===== src/rtl/alu_sub_serial.sv =====
// alu_sub_serial: multi-cycle digit-serial subtractor, rd = rs1 - rs2 (two's complement).
// Processes DIGIT bits per clock over N = WIDTH/DIGIT RUN cycles as rs1 + ~rs2 + 1.
// WIDTH must be a multiple of DIGIT.
//
// Ports:
//   clk    - clock, all state changes on the rising edge
//   rst    - synchronous active-high reset, priority over everything
//   start  - request, accepted only in IDLE or DONE
//   rs1    - minuend, captured on the accepting edge
//   rs2    - subtrahend, captured on the accepting edge
//   busy   - high while the digit loop is running
//   done   - one-cycle pulse when rd and the flags become valid
//   rd     - registered difference, held until the next accepted start
//   carry  - final carry-out (1 = no unsigned borrow, rs1 >= rs2 unsigned)
//   zero   - rd == 0
//   neg    - rd[WIDTH-1]
//   ovf    - signed overflow of the subtraction
module alu_sub_serial #(
  parameter int unsigned WIDTH = 32,
  parameter int unsigned DIGIT = 1
) (
  input  logic             clk,
  input  logic             rst,
  input  logic             start,
  input  logic [WIDTH-1:0] rs1,
  input  logic [WIDTH-1:0] rs2,
  output logic             busy,
  output logic             done,
  output logic [WIDTH-1:0] rd,
  output logic             carry,
  output logic             zero,
  output logic             neg,
  output logic             ovf
);

  localparam int unsigned N    = WIDTH / DIGIT;
  localparam int unsigned CntW = (N > 1) ? $clog2(N) : 1;

  typedef enum logic [1:0] {StIdle, StRun, StDone} state_e;

  state_e state_q, state_d;

  logic [WIDTH-1:0] a_q, b_q, r_q;
  logic [CntW-1:0]  cnt_q;
  logic             cy_q;
  logic [WIDTH-1:0] rd_q;
  logic             carry_q, zero_q, neg_q, ovf_q;

  logic             accept;
  logic             last;
  logic [DIGIT:0]   s;
  logic [WIDTH-1:0] res_next;
  logic             a_msb, b_msb;

  assign accept = start && (state_q == StIdle || state_q == StDone);
  assign last   = (state_q == StRun) && (cnt_q == CntW'(N - 1));

  // One digit of rs1 + ~rs2 + cy, one bit wider to keep the carry-out.
  assign s = {1'b0, a_q[DIGIT-1:0]} + {1'b0, ~b_q[DIGIT-1:0]} + {{DIGIT{1'b0}}, cy_q};

  // New digit enters at the top; on the last digit this is the complete difference.
  assign res_next = WIDTH'({s[DIGIT-1:0], r_q} >> DIGIT);

  // By the last digit the operands have shifted so their original sign bits sit at DIGIT-1.
  assign a_msb = a_q[DIGIT-1];
  assign b_msb = b_q[DIGIT-1];

  always_comb begin
    state_d = state_q;
    unique case (state_q)
      StIdle:  if (start) state_d = StRun;
      StRun:   if (last) state_d = StDone;
      StDone:  state_d = start ? StRun : StIdle;
      default: state_d = StIdle;
    endcase
  end

  always_ff @(posedge clk) begin
    if (rst) begin
      state_q <= StIdle;
    end else begin
      state_q <= state_d;
    end
  end

  always_ff @(posedge clk) begin
    if (rst) begin
      a_q     <= '0;
      b_q     <= '0;
      r_q     <= '0;
      cnt_q   <= '0;
      cy_q    <= 1'b0;
      rd_q    <= '0;
      carry_q <= 1'b0;
      zero_q  <= 1'b0;
      neg_q   <= 1'b0;
      ovf_q   <= 1'b0;
    end else if (accept) begin
      a_q   <= rs1;
      b_q   <= rs2;
      cnt_q <= '0;
      cy_q  <= 1'b1;
    end else if (state_q == StRun) begin
      a_q   <= a_q >> DIGIT;
      b_q   <= b_q >> DIGIT;
      r_q   <= res_next;
      cy_q  <= s[DIGIT];
      cnt_q <= cnt_q + CntW'(1);
      if (last) begin
        rd_q    <= res_next;
        carry_q <= s[DIGIT];
        zero_q  <= (res_next == '0);
        neg_q   <= res_next[WIDTH-1];
        ovf_q   <= (a_msb != b_msb) && (res_next[WIDTH-1] != a_msb);
      end
    end
  end

  assign busy  = (state_q == StRun);
  assign done  = (state_q == StDone);
  assign rd    = rd_q;
  assign carry = carry_q;
  assign zero  = zero_q;
  assign neg   = neg_q;
  assign ovf   = ovf_q;

endmodule


===== config.mk =====
export PLATFORM = sky130hd
export DESIGN_NAME = alu_sub_serial
export DESIGN_NICKNAME = d
export VERILOG_FILES = /design/src/rtl/alu_sub_serial.sv
export SDC_FILE = /design/constraint.sdc
export NUM_CORES = 1
export LEC_CHECK = 0
export ABC_AREA = 0
export CELL_PAD_IN_SITES_DETAIL_PLACEMENT = 0
export CELL_PAD_IN_SITES_GLOBAL_PLACEMENT = 2
export CORE_ASPECT_RATIO = 2
export CORE_MARGIN = 10
export CORE_UTILIZATION = 30
export DETAILED_ROUTE_END_ITERATION = 10
export PLACE_DENSITY = 0.89
export REMOVE_ABC_BUFFERS = 1
export SLEW_MARGIN = 10
export SYNTH_ARGS = -nofsm -noshare
export SYNTH_HDL_FRONTEND = slang
export SYNTH_SLANG_ARGS = --single-unit

===== constraint.sdc =====
create_clock -name clk -period 2.4 [get_ports clk]
set_input_delay 0.48 -clock clk [delete_from_list [all_inputs] [get_ports clk]]
set_output_delay 0.48 -clock clk [all_outputs]
set_load 0.01 [all_outputs]

==> out/metrics.cfg <==
[outcome]
run_status=complete, no violations

[pwr]
vdd.ir_drop.worst_mv=0.458
finalPower_uw=5870
powerDensity_nw_per_um2=801
power.switching_fraction_pct=23.0
switchingPower_uw=1350
cell_leakage_power_uw=0.00248
power_internal_uw=4520
seq_power_share_pct=41.9
power_frac_clock_pct=48.3
logic_gate_share_of_total_power_pct=9.8

[timing]
maxSlewViolCount=0
timing.final.crit_period_ns=2.10
grt_setup_unrepaired=false
slew-limit-headroom_pct=55.3
timing_worst_slew_pin_value_ns=0.670
period_share_pct=87.6
finalHoldViolCount=0
finalSetupViolCount=0
fin_worst_skew_ns=0.00886
clock.fmax_ghz=0.476

[hold_path]
hold_path_stages=2
hold_class=reg -> reg

[setup_path]
arrival_ns=1.62
crit_type=reg -> out
critical_path.n_buffers_inverters=2
crit_chain=nand2b_4 -> inv_6 -> clkdlybuf4s50_1
regToRegSetupSlack_ns=0.44
cp_data_required_time_ns=1.92
critPathLaunchType=flop
setup.worst_path.end_class=output port
critical_path.max_fanout=7
r2r.worst_path.cells=6
cp_slowest_stage_delay_ns=0.53
critical_path_cell_count=3
timing.critical_path.slowest_stage_cell=clkdlybuf4s50_1
critical_path.top_delay_family=buffers and inverters

[grt]
antenna_found_initial=0
number_of_global_route_vias_before_repair=4943
pin_count_of_the_biggest_net_entering_global_routing=100
global_route_total_usage_across_every_layer_pct=12.3
global_route_wire_length_before_repair_um=24100
grt.overflow.total=0

[placement]
routabilityCongestion=0.774
io_buf_count=104
place.detailed.hpwl_um=10300
placed_cell_count=941

[die]
io_count=105
die_area_um2=24700
die_width_um=116
row_count=70
die-height_um=212
core_region_area_um2=18200
initial_core_util_pct=30.4

[synth]
synth_area_leaders=dfxtp_1 (50%), nand2_1 (14%), a21oi_1 (6.2%)
netlist_area_um2=5550
syn_inst=668
synth.top_cell.area_share_pct=49.8
ys_ff_latch=138
yosysWarningCount=0
syn_avg_cell_area_um2=8.30
seq_area_frac_synth_pct=49.8
yosys.cell_types.count=37
post-synth-top-area-cell=dfxtp_1

[final_layout]
final_layout_size_suffix_gt1_share_pct=9.14
num-nets-final=814
antenna-diode-count=0
mostFrequentLayoutCells=nand2_1 (206), dfxtp_1 (138), clkdlybuf4s50_1 (103), a21oi_1 (69), nor2_1 (48)
fillerInstances=1878
finalNonFillerCells=971
layout_commonest_cell=nand2_1
area.growth.synth_to_final_pct=32.3

[clocking]
clk_pin_slew_worst_paths_ns=0.06
htree_num_levels=4
post_cts_resize_count=0
tritoncts_num_sinks=138
cts.path.max_buffers=2
cts_hold_repair.buffers=0
cts_tree=done
cts_post_setup_buffers_inserted=0
cts_buffers=17
clk_latency_ns=0.41
clock_tree.root_cell=clkbuf_16

[detailed_routing]
ant_nets=0
residual_drc=0
iteration_count_of_the_initial_detailed_routing_pass=5
detail_route.wirelength_um=14900
via_count=4809
route.detailed.vias_per_inst=4.95
drt-wirelength-per-cell_um=15.4
drtIter0Drc=218

[run]
maxCapViolations=0

[cells in the mapped netlist, drive strengths merged]
library cell	instances
nand2b	4
nand4	2
ha	2
o21a	1
a21oi	69
clkbuf	16
a31oi	1
xnor2	1
nor3	40
o22ai	19
a211oi	3
nor2	48
buf	43
nand3	6
a311oi	39
fa	1
inv	3
and3b	1
a22oi	4
a221oi	1
o41ai	1
mux2i	1
nand2	206
nor4	7
nor2b	3
nor4b	1
nand3b	3
and3	1
dfxtp	138
o21ai	1
xor2	1
or3	1
[per-layer routing]
layer  global-route usage [%]  share of wire, %  vias to the layer above
li1                         -                 -                     2452
met1                     12.3                39                     2255
met2                     23.2                55                       90
met3                     3.36               4.4                       12
met4                     4.30               1.2                        0
met5                        0                 0                        -
[stage by stage]
step	hold slack, ns	setup slack, ns	util [%]	setup TNS (ns)	cell area, um2
4_1_cts	0.456	0.247	40.3	0	7340
3_3_place_gp	0.444	0.452	36.8	0	6700
6_report	0.453	0.297	40.3	0	7340
2_1_floorplan	0.439	-1.06	-	-97.61	5220
5_1_grt	0.472	0.194	40.3	0	7340
3_5_place_dp	0.448	0.422	36.8	0	6700
[power groups by stage]
| stage | Clock, uW | Combinational, uW | Sequential, uW |
|---|---|---|---|
| floorplan | 0 | 320 | 2490 |
| global placement | 0 | 565 | 2510 |
| detailed placement | 0 | 582 | 2510 |
| CTS | 2910 | 584 | 2460 |
| global route | 3000 | 635 | 2470 |
| finish | 2840 | 575 | 2460 |
[final timing paths]
kind                               to                     from
hold reg to reg   rd[14]$_SDFFE_PP0P_      rd[14]$_SDFFE_PP0P_
hold / removal    rd[14]$_SDFFE_PP0P_      rd[14]$_SDFFE_PP0P_
setup / recovery                 busy  state_q[0]$_SDFFE_PP0P_
setup reg to reg    zero$_SDFFE_PP0P_    cnt_q[0]$_SDFFE_PP0N_
[worst register-to-register path, stage by stage, from the launching register on]
cell and delay, ns:
dfxtp_1 0.36, ha_1 0.19, and3_1 0.16, ha_1 0.18, nand3b_1 0.31, buf_12 0.29, o41ai_1 0.35
[final cells by class]
type | instances | area [um2] | share of cell area [%]
sequential | 138 | 2760 | 37.7
inverter | 3 | 16.3 | 0.222
clock inverter | 12 | 198 | 2.69
clock buffer | 18 | 439 | 5.99
tap | 216 | 270 | 3.68
timing repair buffer | 116 | 1190 | 16.2
multi-input combinational | 468 | 2460 | 33.5
[flip-flops by register name, summed over array words and instances, names as in the netlist]
| name | flops |
|---|---|
| ovf | 1 |
| r_q | 31 |
| cnt_q | 5 |
| a_q | 32 |
| carry | 1 |
| zero | 1 |
| cy_q | 1 |
| b_q | 32 |
| rd | 32 |
| state_q | 2 |
[cell families (layout without fill, tap and decap cells)]
logic type | count (synthesis) | in the layout | synth area share (%)
AND/OR/NAND/NOR | 323 | 323 | 24.1
buffers and inverters | 62 | 149 | 6.16
multiplexers | 1 | 1 | 0.181
XOR/XNOR | 2 | 2 | 0.316
AO/OA/AOI/OAI | 139 | 139 | 18.6
adder cells (fa/ha/maj) | 3 | 3 | 0.812
flip-flops | 138 | 138 | 49.8
No activity file was read; power rests on OpenSTA's default activity.
